### src/rtl/serial_addsub_arb.sv
// Bit-serial add/subtract engine: one shared full-adder cell and carry flop,
// time-multiplexed between two requesters by a round-robin arbiter.
// Each accepted operation runs LSB-first over WIDTH cycles.
module serial_addsub_arb #(
  parameter int  WIDTH = 16,
  localparam int CNT_W = (WIDTH > 1) ? $clog2(WIDTH) : 1
) (
  input  logic             clk,
  input  logic             rst,
  input  logic             req0_vld,
  input  logic [WIDTH-1:0] req0_a,
  input  logic [WIDTH-1:0] req0_b,
  input  logic             req0_sub,
  output logic             req0_ack,
  input  logic             req1_vld,
  input  logic [WIDTH-1:0] req1_a,
  input  logic [WIDTH-1:0] req1_b,
  input  logic             req1_sub,
  output logic             req1_ack,
  output logic             res_vld,
  output logic             res_id,
  output logic [WIDTH-1:0] res_sum,
  output logic             res_co,
  output logic             busy
);

  typedef enum logic [1:0] {IDLE, RUN, DONE} state_e;

  state_e           state_q;
  logic             prio_q;
  logic             id_q, id_d;
  logic             carry_q, carry_d;
  logic [CNT_W-1:0] cnt_q, cnt_d;
  logic [WIDTH-1:0] a_sh_q, a_sh_d;
  logic [WIDTH-1:0] b_sh_q, b_sh_d;
  logic [WIDTH-1:0] sum_sh_q, sum_sh_d;
  logic             res_vld_q, res_id_q, res_co_q, busy_q;
  logic [WIDTH-1:0] res_sum_q;

  logic             grant0, grant1;
  logic [WIDTH-1:0] sel_a, sel_b;
  logic             sel_sub;
  logic             fa_s, fa_co;
  logic             last_bit;

  // Grant only in IDLE and never under reset; on contention the pointer decides.
  always_comb begin
    grant0 = 1'b0;
    grant1 = 1'b0;
    if (!rst && state_q == IDLE) begin
      if (req0_vld && req1_vld) begin
        if (prio_q) grant1 = 1'b1;
        else        grant0 = 1'b1;
      end else if (req0_vld) begin
        grant0 = 1'b1;
      end else if (req1_vld) begin
        grant1 = 1'b1;
      end
    end
  end

  assign req0_ack = grant0;
  assign req1_ack = grant1;

  // Operand mux feeding the shift registers on a grant.
  always_comb begin
    sel_a   = grant1 ? req1_a   : req0_a;
    sel_b   = grant1 ? req1_b   : req0_b;
    sel_sub = grant1 ? req1_sub : req0_sub;
  end

  // The single shared full-adder cell.
  always_comb begin
    fa_s  = a_sh_q[0] ^ b_sh_q[0] ^ carry_q;
    fa_co = (a_sh_q[0] & b_sh_q[0]) | (a_sh_q[0] & carry_q) | (b_sh_q[0] & carry_q);
  end

  assign last_bit = (state_q == RUN) && (cnt_q == CNT_W'(WIDTH - 1));

  // Datapath next state: load on grant (subtract becomes ~B with carry-in 1), shift in RUN.
  always_comb begin
    a_sh_d   = a_sh_q;
    b_sh_d   = b_sh_q;
    sum_sh_d = sum_sh_q;
    carry_d  = carry_q;
    cnt_d    = cnt_q;
    id_d     = id_q;
    case (state_q)
      IDLE: begin
        if (grant0 || grant1) begin
          a_sh_d  = sel_a;
          b_sh_d  = sel_sub ? ~sel_b : sel_b;
          carry_d = sel_sub;
          cnt_d   = '0;
          id_d    = grant1;
        end
      end
      RUN: begin
        a_sh_d   = {1'b0, a_sh_q[WIDTH-1:1]};
        b_sh_d   = {1'b0, b_sh_q[WIDTH-1:1]};
        sum_sh_d = {fa_s, sum_sh_q[WIDTH-1:1]};
        carry_d  = fa_co;
        cnt_d    = cnt_q + CNT_W'(1);
      end
      default: ;
    endcase
  end

  // FSM with registered result outputs; the result is latched on the final RUN edge
  // so it is already visible during the one-cycle DONE strobe.
  always_ff @(posedge clk) begin
    if (rst) begin
      state_q   <= IDLE;
      prio_q    <= 1'b0;
      id_q      <= 1'b0;
      carry_q   <= 1'b0;
      cnt_q     <= '0;
      a_sh_q    <= '0;
      b_sh_q    <= '0;
      sum_sh_q  <= '0;
      res_vld_q <= 1'b0;
      res_id_q  <= 1'b0;
      res_co_q  <= 1'b0;
      res_sum_q <= '0;
      busy_q    <= 1'b0;
    end else begin
      a_sh_q   <= a_sh_d;
      b_sh_q   <= b_sh_d;
      sum_sh_q <= sum_sh_d;
      carry_q  <= carry_d;
      cnt_q    <= cnt_d;
      id_q     <= id_d;
      case (state_q)
        IDLE: begin
          if (grant0 || grant1) begin
            state_q <= RUN;
            busy_q  <= 1'b1;
            prio_q  <= grant0;
          end
        end
        RUN: begin
          if (last_bit) begin
            state_q   <= DONE;
            res_vld_q <= 1'b1;
            res_sum_q <= sum_sh_d;
            res_co_q  <= fa_co;
            res_id_q  <= id_q;
          end
        end
        DONE: begin
          state_q   <= IDLE;
          res_vld_q <= 1'b0;
          busy_q    <= 1'b0;
        end
        default: begin
          state_q <= IDLE;
        end
      endcase
    end
  end

  assign res_vld = res_vld_q;
  assign res_id  = res_id_q;
  assign res_sum = res_sum_q;
  assign res_co  = res_co_q;
  assign busy    = busy_q;

endmodule

### config.mk
export PLATFORM = sky130hd
export DESIGN_NAME = serial_addsub_arb
export DESIGN_NICKNAME = d
export VERILOG_FILES = /design/src/rtl/serial_addsub_arb.sv
export SDC_FILE = /design/constraint.sdc
export NUM_CORES = 1
export LEC_CHECK = 0
export ABC_AREA = 1
export BUFFER_PORTS_ARGS = -buffer_cell sky130_fd_sc_hd__buf_2
export CORE_MARGIN = 5
export CORE_UTILIZATION = 40
export CTS_CLUSTER_SIZE = 16
export DETAILED_ROUTE_END_ITERATION = 7
export PLACE_DENSITY = 0.7
export SLEW_MARGIN = 20
export SYNTH_ARGS = -nofsm -noshare
export SYNTH_HDL_FRONTEND = slang
export SYNTH_SLANG_ARGS = --single-unit
### constraint.sdc
create_clock -name clk -period 4.3 [get_ports clk]
set_clock_uncertainty 0.15 [all_clocks]
set_input_delay 0.86 -clock clk [delete_from_list [all_inputs] [get_ports clk]]
set_output_delay 0.86 -clock clk [all_outputs]
set_load 0.005 [all_outputs]
==> qor.yml, run 1 <==
timing:
  final-max-slew-violation-count: 0
  finalHoldViolCount: 0
  grt_setup_unrepaired: "no"
  timing.hold.ws_ns: 0.297
  slew_headroom_pct: 44.8
  fin_crit_sh_pct: 79.2
  min_period_ns: 3.40
  worst_pin_slew_ns: 0.827
  finalSetupViolations: 0
  tns_ns: 0
  max_freq_mhz: 294
floorplanning:
  die_w_um: 109
  rows: 36
  initial_core_util_pct: 40.6
  core_um2: 9680
  ios: 92
  die_h_um: 109
  die_area_um2: 11900
route:
  drc: 0
  routed_via_density: 4.74
  drtIter0Drc: 182
  ant_nets: 0
  wirelength_um: 9220
  vias: 3820
  drt-pass1-iter-count: 4
  wl_per_cell_um: 11.4
grt:
  grt_antenna_before_repair: 0
  overflow: 0
  track_usage_pct: 16.3
  grt_pass1_wl_um: 15800
  grt_pass1_vias: 3628
  grt_max_degree: 54
flow_run:
  drv_cap: 0
synth:
  ys.warnings.count: 0
  syn_avg_cell_area_um2: 6.56
  synth_seq_cells: 76
  ys_types: 30
  netlist_area_um2: 3940
  synth-seq-area-share_pct: 38.7
  syn_inst: 600
  synth.net_count: 672
final_layout:
  instances_no_fill: 806
  drive_gt1_share_pct: 18.9
  n_antenna_cell: 0
  final_nets: 740
  utilization_pct: 47.2
  fin_area_um2: 4570
  register_area_um2: 1520
  final.fill_count: 978
  area_growth_pct: 16.2
  multi_input_area_um2: 1910
placement:
  portBuffers: 91
  globalplace.congestion: 0.751
  dpl_cell_area_um2: 4380
  dp_hpwl_um: 6380
  dp.cells: 790
cts:
  cts_tree: "yes"
  cts_inserted_buffers: 9
  cts_root_buf: "clkbuf_8"
  cts_resized: 0
  clk_path_buf_depth: 2
  clk_pin_slew_ns: 0.07
  ctsHoldBuffers: 0
  htreeDepth: 3
  clock_sinks: 76
  cts_setup_buffers: 0
  insertion_delay_ns: 0.36
power:
  ir_worst_vdd_mv: 0.143
  p_leak_nw: 2.18
  p_per_area_nw_per_um2: 361
worst_hold_path:
  hp-class: "register to register"
critical_path:
  cp-end-kind: "output port"
  worstSetupPathType: "input port to output port"
  cp.required_ns: 3.29
  crit_fanout: 53
  worstSetupStartpointType: "input port"
  cp.arrival_ns: 2.39
run_status:
  outcome: "completed"
[flip-flops by register name (all words and copies together) (netlist names)]
signal and flops:
state_q 2, id_q 1, sum_sh_q 15, carry_q 1, res_co 1, res_sum 16, b_sh_q 16, busy 1
prio_q 1, cnt_q 4, a_sh_q 16, res_vld 1, res_id 1
[layout by cell type (no fill, tap or decap)]
master,synthesis,routed
buf_4,6,3
o22ai_1,13,13
bufinv_16,0,1
a31oi_1,1,1
nand4_1,1,1
clkinvlp_4,0,3
nand2_4,4,4
a211oi_1,2,2
inv_4,1,1
clkbuf_8,0,9
inv_2,2,2
nor2_1,75,75
o21a_1,7,7
nand2_1,126,126
a21boi_0,1,1
o21ai_0,34,34
fa_1,1,1
nand3b_1,1,1
nor2_4,3,3
o31ai_1,1,1
a21boi_2,1,1
dfxtp_1,76,76
nand3_1,65,65
inv_1,77,77
nand2_2,5,5
a21oi_1,45,45
buf_2,11,91
clkinv_2,1,4
ha_1,1,1
o21ai_1,19,19
[synth_stat cells]
cell type,instances,area share (%)
dfxtp_1,76,39
a21boi_2,1,0.29
o21a_1,7,1.3
nor2_1,75,7.2
o22ai_1,13,2.1
ha_1,1,0.32
o21ai_0,34,4.3
nor2_4,3,0.86
clkbuf_1,14,1.3
clkinv_2,1,0.13
a21oi_1,45,5.7
buf_6,3,0.86
o31ai_1,1,0.19
o21ai_1,19,2.4
buf_2,11,1.4
buf_1,3,0.29
a211oi_1,2,0.38
inv_4,1,0.16
nand4_1,1,0.16
a21boi_0,1,0.19
inv_2,2,0.19
nand2_4,4,1.1
a31oi_1,1,0.16
nand3_1,65,8.3
nand2_1,126,12
inv_1,77,7.3
nand3b_1,1,0.19
fa_1,1,0.51
buf_4,6,1.1
nand2_2,5,0.79
[critical path, stage by stage]
cell and delay (ns):
buf_2 0.12, a21boi_2 0.15, buf_4 0.24, nand2_4 0.46, clkinv_2 0.34, buf_2 0.22
[logic make-up (layout without fill, tap and decap cells)]
kind of cell               after synthesis  after routing  share of synthesized area, %
buffers and inverters                  118            191                          12.8
AOI/OAI and AO/OA                      124            124                          17.1
DFF                                     76             76                          38.7
adders and majority gates                2              2                         0.827
and+or+nand+nor                        280            280                          30.6
[routing by layer]
metal  wire length [um]  GRT usage [%]  vias up
met2               4320           27.4       88
li1                   -              -     2046
met5                  0              0        -
met3                421           2.90       13
met1               4300           20.3     1673
met4                180           7.21        0
[power breakdown]
part	switching, W	internal [W]	total (W)
sequential	0.0000239	0.000761	0.000785
combinational	0.000219	0.000120	0.000338
clock	0.000262	0.000264	0.000526
total	0.000504	0.00115	0.00165
[worst paths after layout]
path	startpoint	end	slack, ns	cells after the start
max reg2reg	state_q[0]	a_sh_q[0]	1.54	9
max	req1_vld	req1_ack	0.90	6
min reg2reg	sum_sh_q[1]	sum_sh_q[1]	0.30	2
min	sum_sh_q[1]	sum_sh_q[1]	0.30	2
[area by class of cell]
| class | instances | share of cell area, % |
|---|---|---|
| multi-input cells | 406 | 41.7 |
| flip-flops and latches | 76 | 33.3 |
| repair buffers | 94 | 10.5 |
| inverters | 81 | 6.73 |
| well taps | 133 | 3.64 |
| clock buffers | 9 | 2.71 |
| clock inverters | 7 | 1.48 |
[stage by stage]
| stage | setup slack (ns) | total power [W] |
|---|---|---|
| detailed placement | 0.748 | 0.00114 |
| global route | 0.773 | 0.00175 |
| CTS | 0.921 | 0.00166 |
| finish | 0.895 | 0.00165 |
| floorplan | 1.61 | 0.00106 |
| global placement | 0.797 | 0.00113 |
Power figures use the tool's default switching activity.
==> inputs of run 2 (changes only) <==
- clock period: 4.3 -> 3.3 ns (I/O delays scaled with it)
==> qor.yml, run 2 (synthesized netlist as in run 1, its figures left out) <==
cts:
  htreeDepth: 3  # unchanged
  cts_setup_buffers: 0  # unchanged
  cts_root_buf: "clkbuf_8"  # unchanged
  clk_pin_slew_ns: 0.08  # was 0.07 ns
  ctsHoldBuffers: 0  # unchanged
  cts_tree: "yes"  # unchanged
  insertion_delay_ns: 0.34  # was 0.36 ns
  clock_sinks: 76  # unchanged
  cts_inserted_buffers: 9  # unchanged
  clk_path_buf_depth: 2  # unchanged
  cts_resized: 0  # unchanged
timing:
  tns_ns: 0  # unchanged
  worst_pin_slew_ns: 0.550  # was 0.827 ns
  slew_headroom_pct: 63.2  # was 44.8%
  finalSetupViolations: 0  # unchanged
  final-max-slew-violation-count: 0  # unchanged
  finalHoldViolCount: 0  # unchanged
  min_period_ns: 2.55
  max_freq_mhz: 392
  worst_slack_ns: 0.746  # was 0.895 ns
  fin_crit_sh_pct: 77.4
  grt_setup_unrepaired: "no"  # unchanged
critical_path:
  reg2reg_from: "state_q[0]"  # unchanged
  worstSetupStartpointType: "input port"  # unchanged
  crit_slowest_cell: "inv_4"  # was nand2_4
  crit_path_cell_trace: "buf_2, inv_4, nand2_4, nor2_4, nand2_2, a21oi_1, buf_2"  # was buf_2, a21boi_2, buf_4, nand2_4, clkinv_2, buf_2
  cp-end-kind: "output port"  # unchanged
  regToRegSetupSlack_ns: 1.08  # was 1.54 ns
  cp.required_ns: 2.49  # was 3.29 ns
  worstSetupPathType: "input port to output port"  # unchanged
  crit_fanout: 36  # was 53
  path_common_cell: "buf_2"  # unchanged
  cp-startpoint: "rst"  # was req1_vld
  r2r_cells: 10  # was 9
  cp_slowest_stage_delay_ns: 0.26  # was 0.46 ns
  endpoint: "req0_ack"  # was req1_ack
  reg2reg_to: "a_sh_q[0]"  # unchanged
  cp.arrival_ns: 1.74  # was 2.39 ns
placement:
  globalplace.congestion: 0.803  # was 0.751
  pre_cts_ws_ns: 0.737  # was 0.748 ns
  dp_hpwl_um: 6560  # was 6380 um
  portBuffers: 91  # unchanged
final_layout:
  drive_gt1_share_pct: 19.4  # was 18.9%
  final_nets: 744  # was 740
  final_common_cell: "nand2_1"  # unchanged
  n_antenna_cell: 0  # unchanged
  final_cell_mix: "nand2_1, buf_2, inv_1"  # unchanged
  area_growth_pct: 17.4  # was 16.2%
grt:
  grt_antenna_before_repair: 0  # unchanged
  grt_max_degree: 53  # was 54
  overflow: 0  # unchanged
  track_usage_pct: 15.9  # was 16.3%
  grt_pass1_vias: 3671  # was 3628
  grt_pass1_wl_um: 15500  # was 15800 um
power:
  ir_worst_vdd_mv: 0.217  # was 0.143 mV
  power_w: 0.00218  # was 0.00165 W
  p_per_area_nw_per_um2: 473  # was 361 nW/um2
  p_leak_nw: 2.21  # was 2.18 nW
floorplanning:
  die_w_um: 109  # unchanged
  die_area_um2: 11900  # unchanged
  ios: 92  # unchanged
  die_h_um: 109  # unchanged
  rows: 36  # unchanged
  core_um2: 9680  # unchanged
  initial_core_util_pct: 40.6  # unchanged
route:
  drt-pass1-iter-count: 4  # unchanged
  vias: 3784  # was 3820
  wirelength_um: 8850  # was 9220 um
  ant_nets: 0  # unchanged
  routed_via_density: 4.67  # was 4.74
  drtIter0Drc: 162  # was 182
  wl_per_cell_um: 10.9  # was 11.4 um
  drc: 0  # unchanged
worst_hold_path:
  hp-class: "register to register"  # unchanged
  holdPathStages: 2  # unchanged
flow_run:
  drv_cap: 0  # unchanged
run_status:
  outcome: "completed"  # unchanged
## run 2: metrics by stage
| step | util, % | instance area (um2) | hold slack, ns | cells |
|---|---|---|---|---|
| detailed placement | 45.6 | 4410 | 0.297 | 794 |
| floorplan | - | 3940 | 0.274 | 600 |
| finish | 47.7 | 4620 | 0.301 | 810 |
| global route | 47.7 | 4620 | 0.337 | 810 |
| global placement | 45.6 | 4410 | 0.290 | 794 |
| CTS | 47.7 | 4620 | 0.308 | 810 |
## run 2: report_power, final
part	internal (W)	total, W	leakage, nW	switching (W)
combinational	0.000164	0.000444	1.49	0.000281
sequential	0.000992	0.00102	0.621	0.0000315
clock	0.000361	0.000715	0.0984	0.000354
total	0.00152	0.00218	2.21	0.000666
## run 2: layout make-up
class	count	area, um2
fillers	991	5070
multi-input cells	406	1910
flip-flops and latches	76	1520
repair buffers	98	508
inverters	81	308
well taps	133	166
clock buffers	9	124
clock inverters	7	82.6
## run 2: how the worst min path moves through the flow
stage          slack (ns)           to   startpoint
2_1_floorplan        0.27  sum_sh_q[1]  sum_sh_q[1]
3_3_place_gp         0.29  sum_sh_q[1]  sum_sh_q[1]
3_5_place_dp         0.30  sum_sh_q[1]  sum_sh_q[1]
4_1_cts              0.31  sum_sh_q[1]  sum_sh_q[1]
5_1_grt              0.34   a_sh_q[15]   a_sh_q[15]
6_report             0.30  sum_sh_q[1]  sum_sh_q[1]
## run 2: worst max-delay path: cells and delay by family
kind | cells | cell delay, ns
buf+inv | 3 | 0.54
compound gates | 1 | 0.19
simple gates | 3 | 0.35
## run 2: layer usage
metal	vias up	GRT usage, %	share of wire, %
li1	2049	-	-
met1	1643	20.5	47
met2	86	26.8	48
met3	6	2.19	4.6
met4	0	6.50	1.1
met5	-	0	0
==> inputs of run 3 (changes only) <==
- ABC_AREA: 1 -> 0
- PLACE_DENSITY: 0.7 -> 0.74
- clock period: 3.3 -> 2.1 ns (I/O delays scaled with it)
==> qor.yml, run 3 <==
placement:
  pre_cts_ws_ns: 0.268  # was 0.737 ns
  dp_hpwl_um: 5710  # was 6560 um
  globalplace.congestion: 0.725  # was 0.803
  portBuffers: 91  # unchanged
synth:
  post-synth-top-count-cell: "nand2_1"  # unchanged
  netlist_area_um2: 3570  # was 3940 um2
  ys.warnings.count: 0  # unchanged
  synth-edff-count: 0  # unchanged
  syn_avg_cell_area_um2: 8.86  # was 6.56 um2
  synth-seq-area-share_pct: 42.6  # was 38.7%
  ys_types: 35  # was 30
  synth_async_sr_flop_share_pct: 0  # unchanged
  synth.net_count: 475  # was 672
  synth_commonest_cells: "nand2_1, dfxtp_1, a21oi_1"  # was nand2_1, inv_1, dfxtp_1
  synth_compound_area_share_pct: 20.0  # was 17.1%
  synth_top_cell_by_area: "dfxtp_1"  # unchanged
  syn_inst: 403  # was 600
  synthTopCellsByArea: "dfxtp_1, mux2i_1, nand2_1"  # was dfxtp_1, nand2_1, nand3_1
  netlist.area_leader.share_pct: 42.6  # was 38.7%
  muxShareOfSynthArea_pct: 8.97  # was 0%
  synthXorXnorAreaFrac_pct: 7.85  # was 0%
  synthAdderAreaFrac_pct: 0.911  # was 0.827%
  ys.flop_type: "dfxtp_1"  # unchanged
  synth_top_family_by_area: "compound AO/OA/AOI/OAI gates"  # was simple AND/OR/NAND/NOR gates
  synth_seq_cells: 76  # unchanged
  synth-simple-area-share_pct: 13.3  # was 30.6%
critical_path:
  cp-startpoint: "state_q[0]"  # was rst
  cp-end-kind: "output port"  # unchanged
  worstSetupPathType: "register to output port"  # was input port to output port
  worstSetupStartpointType: "register"  # was input port
  crit_fanout: 5  # was 36
  reg2reg_from: "cnt_q[0]"  # was state_q[0]
  cp.arrival_ns: 1.40  # was 1.74 ns
  cp.required_ns: 1.53  # was 2.49 ns
cts:
  cts_tree: "yes"  # unchanged
  clk_path_buf_depth: 2  # unchanged
  insertion_delay_ns: 0.33  # was 0.34 ns
  clock_sinks: 76  # unchanged
  cts_resized: 0  # unchanged
  cts_root_buf: "clkbuf_8"  # unchanged
  htreeDepth: 3  # unchanged
  cts_inserted_buffers: 9  # unchanged
  clk_pin_slew_ns: 0.08  # about the same
worst_hold_path:
  hp-class: "input port to register"  # was register to register
  min_from: "req1_a[8]"  # was sum_sh_q[1]
flow_run:
  drv_cap: 0  # unchanged
timing:
  fin_crit_sh_pct: 93.7
  timing.hold.ws_ns: 0.229  # was 0.301 ns
  worst_slack_ns: 0.132  # was 0.746 ns
  final-max-slew-violation-count: 0  # unchanged
  worst_pin_slew_ns: 0.728  # was 0.550 ns
  max_freq_mhz: 508
  slew_headroom_pct: 51.5  # was 63.2%
  finalSetupViolations: 0  # unchanged
  finalHoldViolCount: 0  # unchanged
  min_period_ns: 1.97
  grt_setup_unrepaired: "no"  # unchanged
  tns_ns: 0  # unchanged
floorplanning:
  initial_core_util_pct: 41.0  # was 40.6%
  rows: 34  # was 36
  die_h_um: 105  # was 109 um
  ios: 92  # unchanged
  core_um2: 8720  # was 9680 um2
  die_w_um: 105  # was 109 um
  die_area_um2: 10900  # was 11900 um2
final_layout:
  final_nets: 552  # was 744
  n_antenna_cell: 0  # unchanged
  utilization_pct: 49.1  # was 47.7%
  final_common_cell: "buf_2"  # was nand2_1
  drive_gt1_share_pct: 25.8  # was 19.4%
  final_cell_mix: "buf_2, nand2_1, dfxtp_1"  # was nand2_1, buf_2, inv_1
  area_growth_pct: 19.9  # was 17.4%
route:
  ant_nets: 0  # unchanged
  wirelength_um: 7880  # was 8850 um
  routed_via_density: 5.16  # was 4.67
  drc: 0  # unchanged
  drtIter0Drc: 136  # was 162
  vias: 3062  # was 3784
  drt-pass1-iter-count: 4  # unchanged
  wl_per_cell_um: 13.3  # was 10.9 um
grt:
  overflow: 0  # unchanged
  grt_pass1_vias: 2859  # was 3671
  grt_pass1_wl_um: 13000  # was 15500 um
  grt_antenna_before_repair: 0  # unchanged
  track_usage_pct: 14.0  # was 15.9%
  grt_max_degree: 75  # was 53
run_status:
  outcome: "completed"  # unchanged
power:
  p_per_area_nw_per_um2: 785  # was 473 nW/um2
  p_leak_nw: 1.92  # was 2.21 nW
  ir_worst_vdd_mv: 0.375  # was 0.217 mV
  power_w: 0.00336  # was 0.00218 W
## run 3: changes by cell type in the layout (fill, tap and decap cells not counted), sizes merged, moves of 16 or more
| cell | before | now |
|---|---|---|
| a22oi | 0 | 16 |
| inv | 83 | 4 |
| mux2i | 0 | 32 |
| nand2 | 135 | 85 |
| nand3 | 65 | 4 |
| nor2 | 78 | 6 |
| o21ai | 53 | 4 |
| o22ai | 13 | 31 |
| xor2 | 0 | 32 |
## run 3: per-layer routing
| layer | routed length [um] | GRT usage, % | vias to the layer above |
|---|---|---|---|
| met1 | 3570 | 18.7 | 1406 |
| met3 | 473 | 3.29 | 11 |
| met4 | 89 | 4.53 | 0 |
| li1 | - | - | 1559 |
| met5 | 0 | 0 | - |
| met2 | 3740 | 22.4 | 86 |
## run 3: metrics by stage
step,instances,area [um2]
floorplan,403,3570
global placement,577,4080
detailed placement,577,4080
CTS,593,4280
global route,593,4280
finish,593,4280
## run 3: power by group
part | internal (W) | switching [W]
Sequential | 0.00155 | 0.0000670
Clock | 0.000611 | 0.000508
Combinational | 0.000297 | 0.000328
## run 3: what timing repair did
action                                  4_1_cts  5_1_grt
hold buffers                                  0        0
endpoints found under the setup margin        0        1
setup buffers                                 0        0
## run 3: layout make-up
| cell class | instances | area [um2] |
|---|---|---|
| clock buffer | 12 | 155 |
| clock inverter | 4 | 47.5 |
| fill | 827 | 4440 |
| inverter | 4 | 15.0 |
| multi-input combinational | 287 | 1830 |
| sequential | 76 | 1520 |
| tap | 108 | 135 |
| timing repair buffer | 102 | 576 |
## run 3: final timing paths
check | endpoint | slack (ns) | cells past startpoint
max reg2reg | res_sum[15] | 0.36 | 5
min reg2reg | res_sum[11] | 0.30 | 2
min | a_sh_q[8] | 0.23 | 3
max | req1_ack | 0.13 | 4
## run 3: kinds of logic after synthesis
logic type / after synthesis
xor gates and xnor gates: 32
muxes: 32
DFF: 76
buffers and inverters: 40
and+or+nand+nor: 110
AOI/OAI and AO/OA: 111
adders and majority gates: 2
## run 3: worst max-delay path, stage by stage, from the launching register on
cell	delay (ns)
dfxtp_1	0.38
nor3_4	0.29
nand3b_1	0.20
inv_1	0.09
buf_2	0.11
